===== src/rtl/key_pkg.sv =====
// Shared types and default configuration for the key_pulse_gen input conditioner.
package key_pkg;

   typedef enum logic [1:0] {
      IDLE         = 2'b00,
      PRESS_WAIT   = 2'b01,
      PRESSED      = 2'b10,
      RELEASE_WAIT = 2'b11
   } key_state_t;

   localparam int DEF_SYNC_STAGES   = 2;
   localparam int DEF_DB_CYCLES     = 16;
   localparam int DEF_HOLD_CYCLES   = 200;
   localparam int DEF_REPEAT_CYCLES = 50;
   localparam int DEF_CNT_W         = 16;

   // Debounced level is high in every state where the key is considered held.
   function automatic logic state_is_down(input key_state_t s);
      return (s == PRESSED) || (s == RELEASE_WAIT);
   endfunction

endpackage


===== src/rtl/sync_chain.sv =====
// Multi-flop synchronizer for one asynchronous bit; synchronous active-low reset to 0.
module sync_chain #(
   parameter int STAGES = 2
) (
   input  logic clk,
   input  logic rst_n,
   input  logic i_d,
   output logic o_q
);

   logic [STAGES-1:0] r_sync;

   // NOTE: sequential state uses non-blocking assignments so every flop samples the pre-edge values.
   always_ff @(posedge clk) begin
      if (!rst_n) begin
         r_sync <= '0;
      end else begin
         r_sync <= {r_sync[STAGES-2:0], i_d};
      end
   end

   assign o_q = r_sync[STAGES-1];

endmodule


===== src/rtl/key_pulse_gen.sv =====
// Synchronizes and debounces a raw key, emitting one registered pulse per accepted press.
// Optional auto-repeat while held is enabled by defining KEY_PULSE_REPEAT_EN.
module key_pulse_gen
   import key_pkg::*;
#(
   parameter int SYNC_STAGES   = DEF_SYNC_STAGES,
   parameter int DB_CYCLES     = DEF_DB_CYCLES,
   parameter int HOLD_CYCLES   = DEF_HOLD_CYCLES,
   parameter int REPEAT_CYCLES = DEF_REPEAT_CYCLES,
   parameter int CNT_W         = DEF_CNT_W
) (
   input  logic clk,
   input  logic rst_n,
   input  logic key_in,
   output logic pulse,
   output logic level
);

   localparam logic [CNT_W-1:0] DB_LAST = CNT_W'(DB_CYCLES - 1);

   generate
      if (SYNC_STAGES < 2 || DB_CYCLES < 1 || REPEAT_CYCLES < 2 || HOLD_CYCLES < 1 ||
          DB_CYCLES > (2**CNT_W - 1) || HOLD_CYCLES > (2**CNT_W - 1) ||
          REPEAT_CYCLES > (2**CNT_W - 1)) begin : g_bad_cfg
         $error("key_pulse_gen: illegal parameter combination");
      end
   endgenerate

   logic             w_sync_q;
   key_state_t       r_state;
   key_state_t       w_state_nxt;
   logic [CNT_W-1:0] r_db_cnt;
   logic [CNT_W-1:0] w_db_cnt_nxt;
   logic             w_press_accept;
   logic             w_enter_pressed;
   logic             w_rpt_fire;
   logic             w_pulse_nxt;
   logic             w_level_nxt;
   logic             r_pulse;
   logic             r_level;

   sync_chain #(
      .STAGES (SYNC_STAGES)
   ) u_sync (
      .clk   (clk),
      .rst_n (rst_n),
      .i_d   (key_in),
      .o_q   (w_sync_q)
   );

   // State register, debounce counter and registered outputs.
   always_ff @(posedge clk) begin
      if (!rst_n) begin
         r_state  <= IDLE;
         r_db_cnt <= '0;
         r_pulse  <= 1'b0;
         r_level  <= 1'b0;
      end else begin
         r_state  <= w_state_nxt;
         r_db_cnt <= w_db_cnt_nxt;
         r_pulse  <= w_pulse_nxt;
         r_level  <= w_level_nxt;
      end
   end

   // NOTE: every combinational output gets a default first, so no path leaves it unassigned (no latch).
   always_comb begin
      w_state_nxt    = r_state;
      w_db_cnt_nxt   = r_db_cnt;
      w_press_accept = 1'b0;
      unique case (r_state)
         IDLE: begin
            w_db_cnt_nxt = '0;
            if (w_sync_q) begin
               if (DB_CYCLES == 1) begin
                  w_state_nxt    = PRESSED;
                  w_press_accept = 1'b1;
               end else begin
                  w_state_nxt  = PRESS_WAIT;
                  w_db_cnt_nxt = CNT_W'(1);
               end
            end
         end
         PRESS_WAIT: begin
            if (!w_sync_q) begin
               w_state_nxt  = IDLE;
               w_db_cnt_nxt = '0;
            end else if (r_db_cnt == DB_LAST) begin
               w_state_nxt    = PRESSED;
               w_db_cnt_nxt   = '0;
               w_press_accept = 1'b1;
            end else begin
               w_db_cnt_nxt = r_db_cnt + CNT_W'(1);
            end
         end
         PRESSED: begin
            w_db_cnt_nxt = '0;
            if (!w_sync_q) begin
               if (DB_CYCLES == 1) begin
                  w_state_nxt = IDLE;
               end else begin
                  w_state_nxt  = RELEASE_WAIT;
                  w_db_cnt_nxt = CNT_W'(1);
               end
            end
         end
         RELEASE_WAIT: begin
            // A bounce back high before acceptance is a glitch: resume PRESSED silently.
            if (w_sync_q) begin
               w_state_nxt  = PRESSED;
               w_db_cnt_nxt = '0;
            end else if (r_db_cnt == DB_LAST) begin
               w_state_nxt  = IDLE;
               w_db_cnt_nxt = '0;
            end else begin
               w_db_cnt_nxt = r_db_cnt + CNT_W'(1);
            end
         end
         default: begin
            w_state_nxt  = IDLE;
            w_db_cnt_nxt = '0;
         end
      endcase
   end

   assign w_enter_pressed = (w_state_nxt == PRESSED) && (r_state != PRESSED);

`ifdef KEY_PULSE_REPEAT_EN
   localparam logic [CNT_W-1:0] HOLD_LAST = CNT_W'(HOLD_CYCLES - 1);
   localparam logic [CNT_W-1:0] RPT_LAST  = CNT_W'(REPEAT_CYCLES - 1);

   logic [CNT_W-1:0] r_rpt_cnt;
   logic [CNT_W-1:0] w_rpt_cnt_nxt;
   logic             r_rpt_armed;
   logic             w_rpt_armed_nxt;

   always_ff @(posedge clk) begin
      if (!rst_n) begin
         r_rpt_cnt   <= '0;
         r_rpt_armed <= 1'b0;
      end else begin
         r_rpt_cnt   <= w_rpt_cnt_nxt;
         r_rpt_armed <= w_rpt_armed_nxt;
      end
   end

   // First repeat waits HOLD_CYCLES from entry; after that the period is REPEAT_CYCLES.
   always_comb begin
      w_rpt_cnt_nxt   = r_rpt_cnt;
      w_rpt_armed_nxt = r_rpt_armed;
      w_rpt_fire      = 1'b0;
      if (w_enter_pressed) begin
         w_rpt_cnt_nxt   = '0;
         w_rpt_armed_nxt = 1'b0;
      end else if (r_state == PRESSED && w_state_nxt == PRESSED) begin
         if ((!r_rpt_armed && r_rpt_cnt == HOLD_LAST) ||
             ( r_rpt_armed && r_rpt_cnt == RPT_LAST)) begin
            w_rpt_fire      = 1'b1;
            w_rpt_cnt_nxt   = '0;
            w_rpt_armed_nxt = 1'b1;
         end else begin
            w_rpt_cnt_nxt = r_rpt_cnt + CNT_W'(1);
         end
      end
   end
`else
   assign w_rpt_fire = 1'b0;
`endif

   // Output decode: registered next cycle, so outputs align with the new state.
   always_comb begin
      w_pulse_nxt = w_press_accept | w_rpt_fire;
      w_level_nxt = state_is_down(w_state_nxt);
   end

   assign pulse = r_pulse;
   assign level = r_level;

endmodule


===== config.mk =====
export PLATFORM = sky130hd
export DESIGN_NAME = key_pulse_gen
export DESIGN_NICKNAME = d
export VERILOG_FILES = /design/src/rtl/key_pkg.sv /design/src/rtl/sync_chain.sv /design/src/rtl/key_pulse_gen.sv
export SDC_FILE = /design/constraint.sdc
export NUM_CORES = 1
export LEC_CHECK = 0
export CAP_MARGIN = 20
export CORE_MARGIN = 10
export CORE_UTILIZATION = 23
export CTS_BUF_LIST = sky130_fd_sc_hd__clkbuf_4 sky130_fd_sc_hd__clkbuf_8 sky130_fd_sc_hd__clkbuf_16
export CTS_CLUSTER_SIZE = 24
export DETAILED_ROUTE_END_ITERATION = 7
export HOLD_SLACK_MARGIN = 0.12
export SLEW_MARGIN = 20
export SYNTH_ARGS = -nofsm -noshare
export SYNTH_HDL_FRONTEND = slang
export SYNTH_SLANG_ARGS = --single-unit

===== constraint.sdc =====
create_clock -name clk -period 1.9 [get_ports clk]
set_clock_uncertainty 0.1 [all_clocks]
set_input_delay 0.57 -clock clk [delete_from_list [all_inputs] [get_ports clk]]
set_output_delay 0.57 -clock clk [all_outputs]
set_load 0.02 [all_outputs]

# Word level (Yosys, flattened, before mapping)
# Cells that the tools add are included.
# Widths: inputs -> output; s select.
# totals
register_bits	22
input_bits	3
out_inout_bits	2
elab_cells	29
# classes
addsub	1
eq_ne	6
n_mux	14
n_reduce_logical	3
# op_table
operator	count
$pmux 16 s4	1
$mux 16	3
$add 16x1->16 const B	1
$eq 16x4->1 const B	1
$mux 2	6
$eq 2x2->1 const B	4
$pmux 2 s4	1
$mux 1	3
$reduce_and 3->1	1
$eq 2x1->1 const B	1
$logic_not 2->1	1
$logic_or 1x1->1	1

# Depth between registers and ports, before layout
# logic_depth
ltp_word	6
mapped_depth	6

# Modules after synthesis
# A second synthesis with hierarchy kept.
# unflattened
hier_cells	97
area_unflattened_um2	899.6
# modules_own_cells
mod	instances	cells_per_inst	area_per_inst_um2	seq_area_each_um2
key_pulse_gen	1	93	847.1	380.4
sync_chain	1	4	52.6	40.0

# Least setup slack after synthesis
# Ideal clock, no wire load.
# synth_timing
path_kind	reg2reg
startpoint	register r_db_cnt[0]
endpoint	register r_db_cnt[10]
setup_time_ps	128
arrival_ps	1405
path_slack_ps	267
path_stages_with_launch	7
path_buffers	1
period_less_slack_ps	1633
path_cell_list	dfxtp_1 -> ha_1 -> and3_1 -> nand4_1 -> nand3_1 -> clkbuf_1 -> nor2_1
# synth_between
elab_chain_len	4
word_cells_on_any_way	6
cone_classes	add/sub: 1; eq/ne: 1; mux: 4
# synth_lines
item	line_no	text
start: declaration	key_pulse_gen.sv:32	logic [CNT_W-1:0] r_db_cnt;
start signal: assignment	key_pulse_gen.sv:60	r_db_cnt <= w_db_cnt_nxt;
$add 16x1->16 or $eq 16x4->1 (tied branches)	-	
$mux 16 *	key_pulse_gen.sv:88, key_pulse_gen.sv:112	
$mux 16 (on tied branches)	key_pulse_gen.sv:109, key_pulse_gen.sv:85	
$pmux 16 s4 *	key_pulse_gen.sv:71	unique case (r_state)
# Mark *: on every way between the ends. The rest lies on a longest branch, timed or not.
# A chain may end at the register's enable or synchronous reset.

# Final worst setup path
# layout_timing
startpoint	register r_pulse (netlist: pulse)
endpoint	output port pulse
# layout_lines
item	line_no	text
start: declaration	key_pulse_gen.sv:39	logic r_pulse;
start signal: assignment	key_pulse_gen.sv:61	r_pulse <= w_pulse_nxt;
end: declaration	key_pulse_gen.sv:15	output logic pulse,
# No word-level cell between the ends.

==> impl_metrics.ini <==
[global_route]
antenna_found_initial = 0
overflow = 0
grt_max_degree = 12
grt_pass1_wl_um = 2773
track_usage = 0.05118
grt_pass1_vias = 678

[logic_synthesis]
synth_edf_count = 0
ys_seq_area_frac = 0.4706
syn_area_per_cell_um2 = 9.504
yosysMostFrequentCell = dfxtp_1
netlist_area_um2 = 893.4
synth.largest_area_cell = dfxtp_1
ys_ff_latch = 21
yosysWarnings = 0
synth_area_leaders = dfxtp_1, xnor2_1, nor2_1
synth_common_cells = dfxtp_1, nor2_1, xnor2_1
synthCells = 94
syn_nets = 98
synth_top_flop_cell = dfxtp_1
synth_top_cell_area_share = 0.4706
ys_types = 25
async_reset_ff_frac = 0

[clock_network]
cts_root_buf = clkbuf_8
clock-sinks = 21
cts_buffer_depth = 2
hold_buffers = 0
clock_latency_ps = 250
cts_made_buffers = 3
path_clk_slew_ps = 70
cts_tree = yes
htreeDepth = 1

[route]
via_per_inst = 4.424
drtPass1Iterations = 4
ant_nets = 0
wirelength_um = 1556
routedWlPerCell_um = 10.30
drt_iter0_markers = 46
drcViolationCount = 0
vias = 668

[worst_setup_path]
path_cells = clkdlybuf4s50_1
cp-start-kind = register
cp.buffers_inverters = 1
crit_family = buffers and inverters
crit_path_end_kind = output port
critPathKind = register to output port
max_stage_delay_ps = 600
critPathArrivalTime_ps = 1160
critical_path_required_ps = 1230
cp_max_fo = 1
slowest_stage = clkdlybuf4s50_1

[cells_and_area]
nFillCells = 399
nets = 108
drive_gt1_frac = 0.09709
seq_area_um2 = 420.4
synthToLayoutAreaGrowth_pct = 17.79
diodes = 0
multi_input_area_um2 = 457.9

[min_path]
worstHoldPathType = register to register

[power_and_ir_drop]
swShare = 0.1798
p_total_mw = 0.7471
p_seq_frac = 0.596
p_leak_nw = 0.3495
comb_power_share = 0.013
switchingPower_mw = 0.1343
peakVddDrop_mv = 0.2987
power.density_mw_per_mm2 = 710.0
p_clk_frac = 0.391
p_int_mw = 0.6128

[timing]
fin_crit_ps = 1831
fin_crit_sh = 0.9639
tightest_slew_ps = 410.2
hold_violations = 0
rsz0062_at_grt = false
fmax_mhz = 546.0
setup_tns_ps = 0
finalSetupViolCount = 0
slew_violations = 0
max-slew-margin-rel = 0.7240

[place]
post-dp-hpwl_um = 1226
gp_congestion = 0.7928
io_buffer_count = 4

[die]
fp.dieH_um = 82.33
ios = 5
initial_utilization = 0.2404
fp.dieArea_mm2 = 0.006777
num_rows = 22
die-width_um = 82.33
coreArea_mm2 = 0.003716

[job]
maxCapViolCount = 0

[outcome]
status = finished, final reports clean
stage by stage:
step / area, um2 / instances / hold WS, ps / setup WS, ps / utilization
after CTS: 1052 / 151 / 345.2 / 50.47 / 0.2832
after global placement: 1005 / 147 / 325.6 / 103.6 / 0.2704
final: 1052 / 151 / 342.1 / 68.58 / 0.2832
after global routing: 1052 / 151 / 369.2 / 11.95 / 0.2832
after detailed placement: 1005 / 147 / 333.4 / 48.84 / 0.2704
after floorplan: 893.4 / 94 / 311.8 / 267.3 / -
registers in the layout (all words and copies together), names as in the netlist:
name	count
r_db_cnt	16
pulse	1
u_sync.r_sync	2
level	1
r_state	1
path summary, 6_finish.rpt:
kind | slack, ps | endpoint | cells past startpoint | from
setup / recovery | 70 | pulse | 1 | pulse
hold / removal | 340 | u_sync.r_sync[1] | 1 | u_sync.r_sync[0]
setup reg to reg | 200 | r_db_cnt[15] | 4 | r_db_cnt[4]
hold reg to reg | 340 | u_sync.r_sync[1] | 1 | u_sync.r_sync[0]
routing by layer:
layer,vias up,track usage,part of all wire
met3,2,0.01728,0.041
met2,7,0.08398,0.46
met4,0,0.02211,0.012
met1,312,0.05926,0.49
met5,-,0,0
li1,347,-,-
cells in the final DEF (no fill, tap or decap), drive strengths merged:
cell type | netlist | routed
dfxtp | 21 | 21
nor2 | 14 | 14
xnor2 | 10 | 10
nor4 | 6 | 6
nand2 | 5 | 5
nor3 | 5 | 5
nand3 | 5 | 5
nand4 | 5 | 5
and2 | 4 | 4
xor2 | 4 | 4
clkbuf | 1 | 4
inv | 3 | 3
clkdlybuf4s50 | 0 | 3
and3 | 2 | 2
buf | 0 | 2
and4 | 1 | 1
mux2i | 1 | 1
nor2b | 1 | 1
a21boi | 1 | 1
or2 | 1 | 1
o31ai | 1 | 1
or4 | 1 | 1
a21oi | 1 | 1
ha | 1 | 1
dlygate4sd2 | 0 | 1
area by class of cell:
class / instances / area share
Inverter: 3 / 0.01070
Clock buffer: 4 / 0.04637
Tap cell: 48 / 0.05707
Timing Repair Buffer: 6 / 0.05113
Multi-Input combinational cell: 69 / 0.4352
Sequential cell: 21 / 0.3995
what timing repair did:
item / 4_1_cts / 5_1_grt
setup endpoints to repair: 1 / 0
gates resized for setup: 1 / 0
setup buffers: 0 / 0
logic make-up (layout without fill, tap and decap cells):
| logic type | Yosys count | after routing | synth area share |
|---|---|---|---|
| AND/OR/NAND/NOR | 50 | 50 | 0.3277 |
| flip-flops | 21 | 21 | 0.4706 |
| XOR/XNOR | 14 | 14 | 0.1372 |
| buffers and inverters | 4 | 13 | 0.01680 |
| AO/OA/AOI/OAI | 3 | 3 | 0.02241 |
| adder cells (fa/ha/maj) | 1 | 1 | 0.01400 |
| multiplexers | 1 | 1 | 0.01120 |
power by group through the flow:
stage	clock, mW	combinational [mW]	sequential, mW
after floorplan	0	0.00407	0.455
after global placement	0	0.00943	0.455
after detailed placement	0	0.00968	0.455
after CTS	0.304	0.00968	0.445
after global routing	0.320	0.0107	0.445
final	0.292	0.00943	0.445
(Power assumes the default switching activity.)
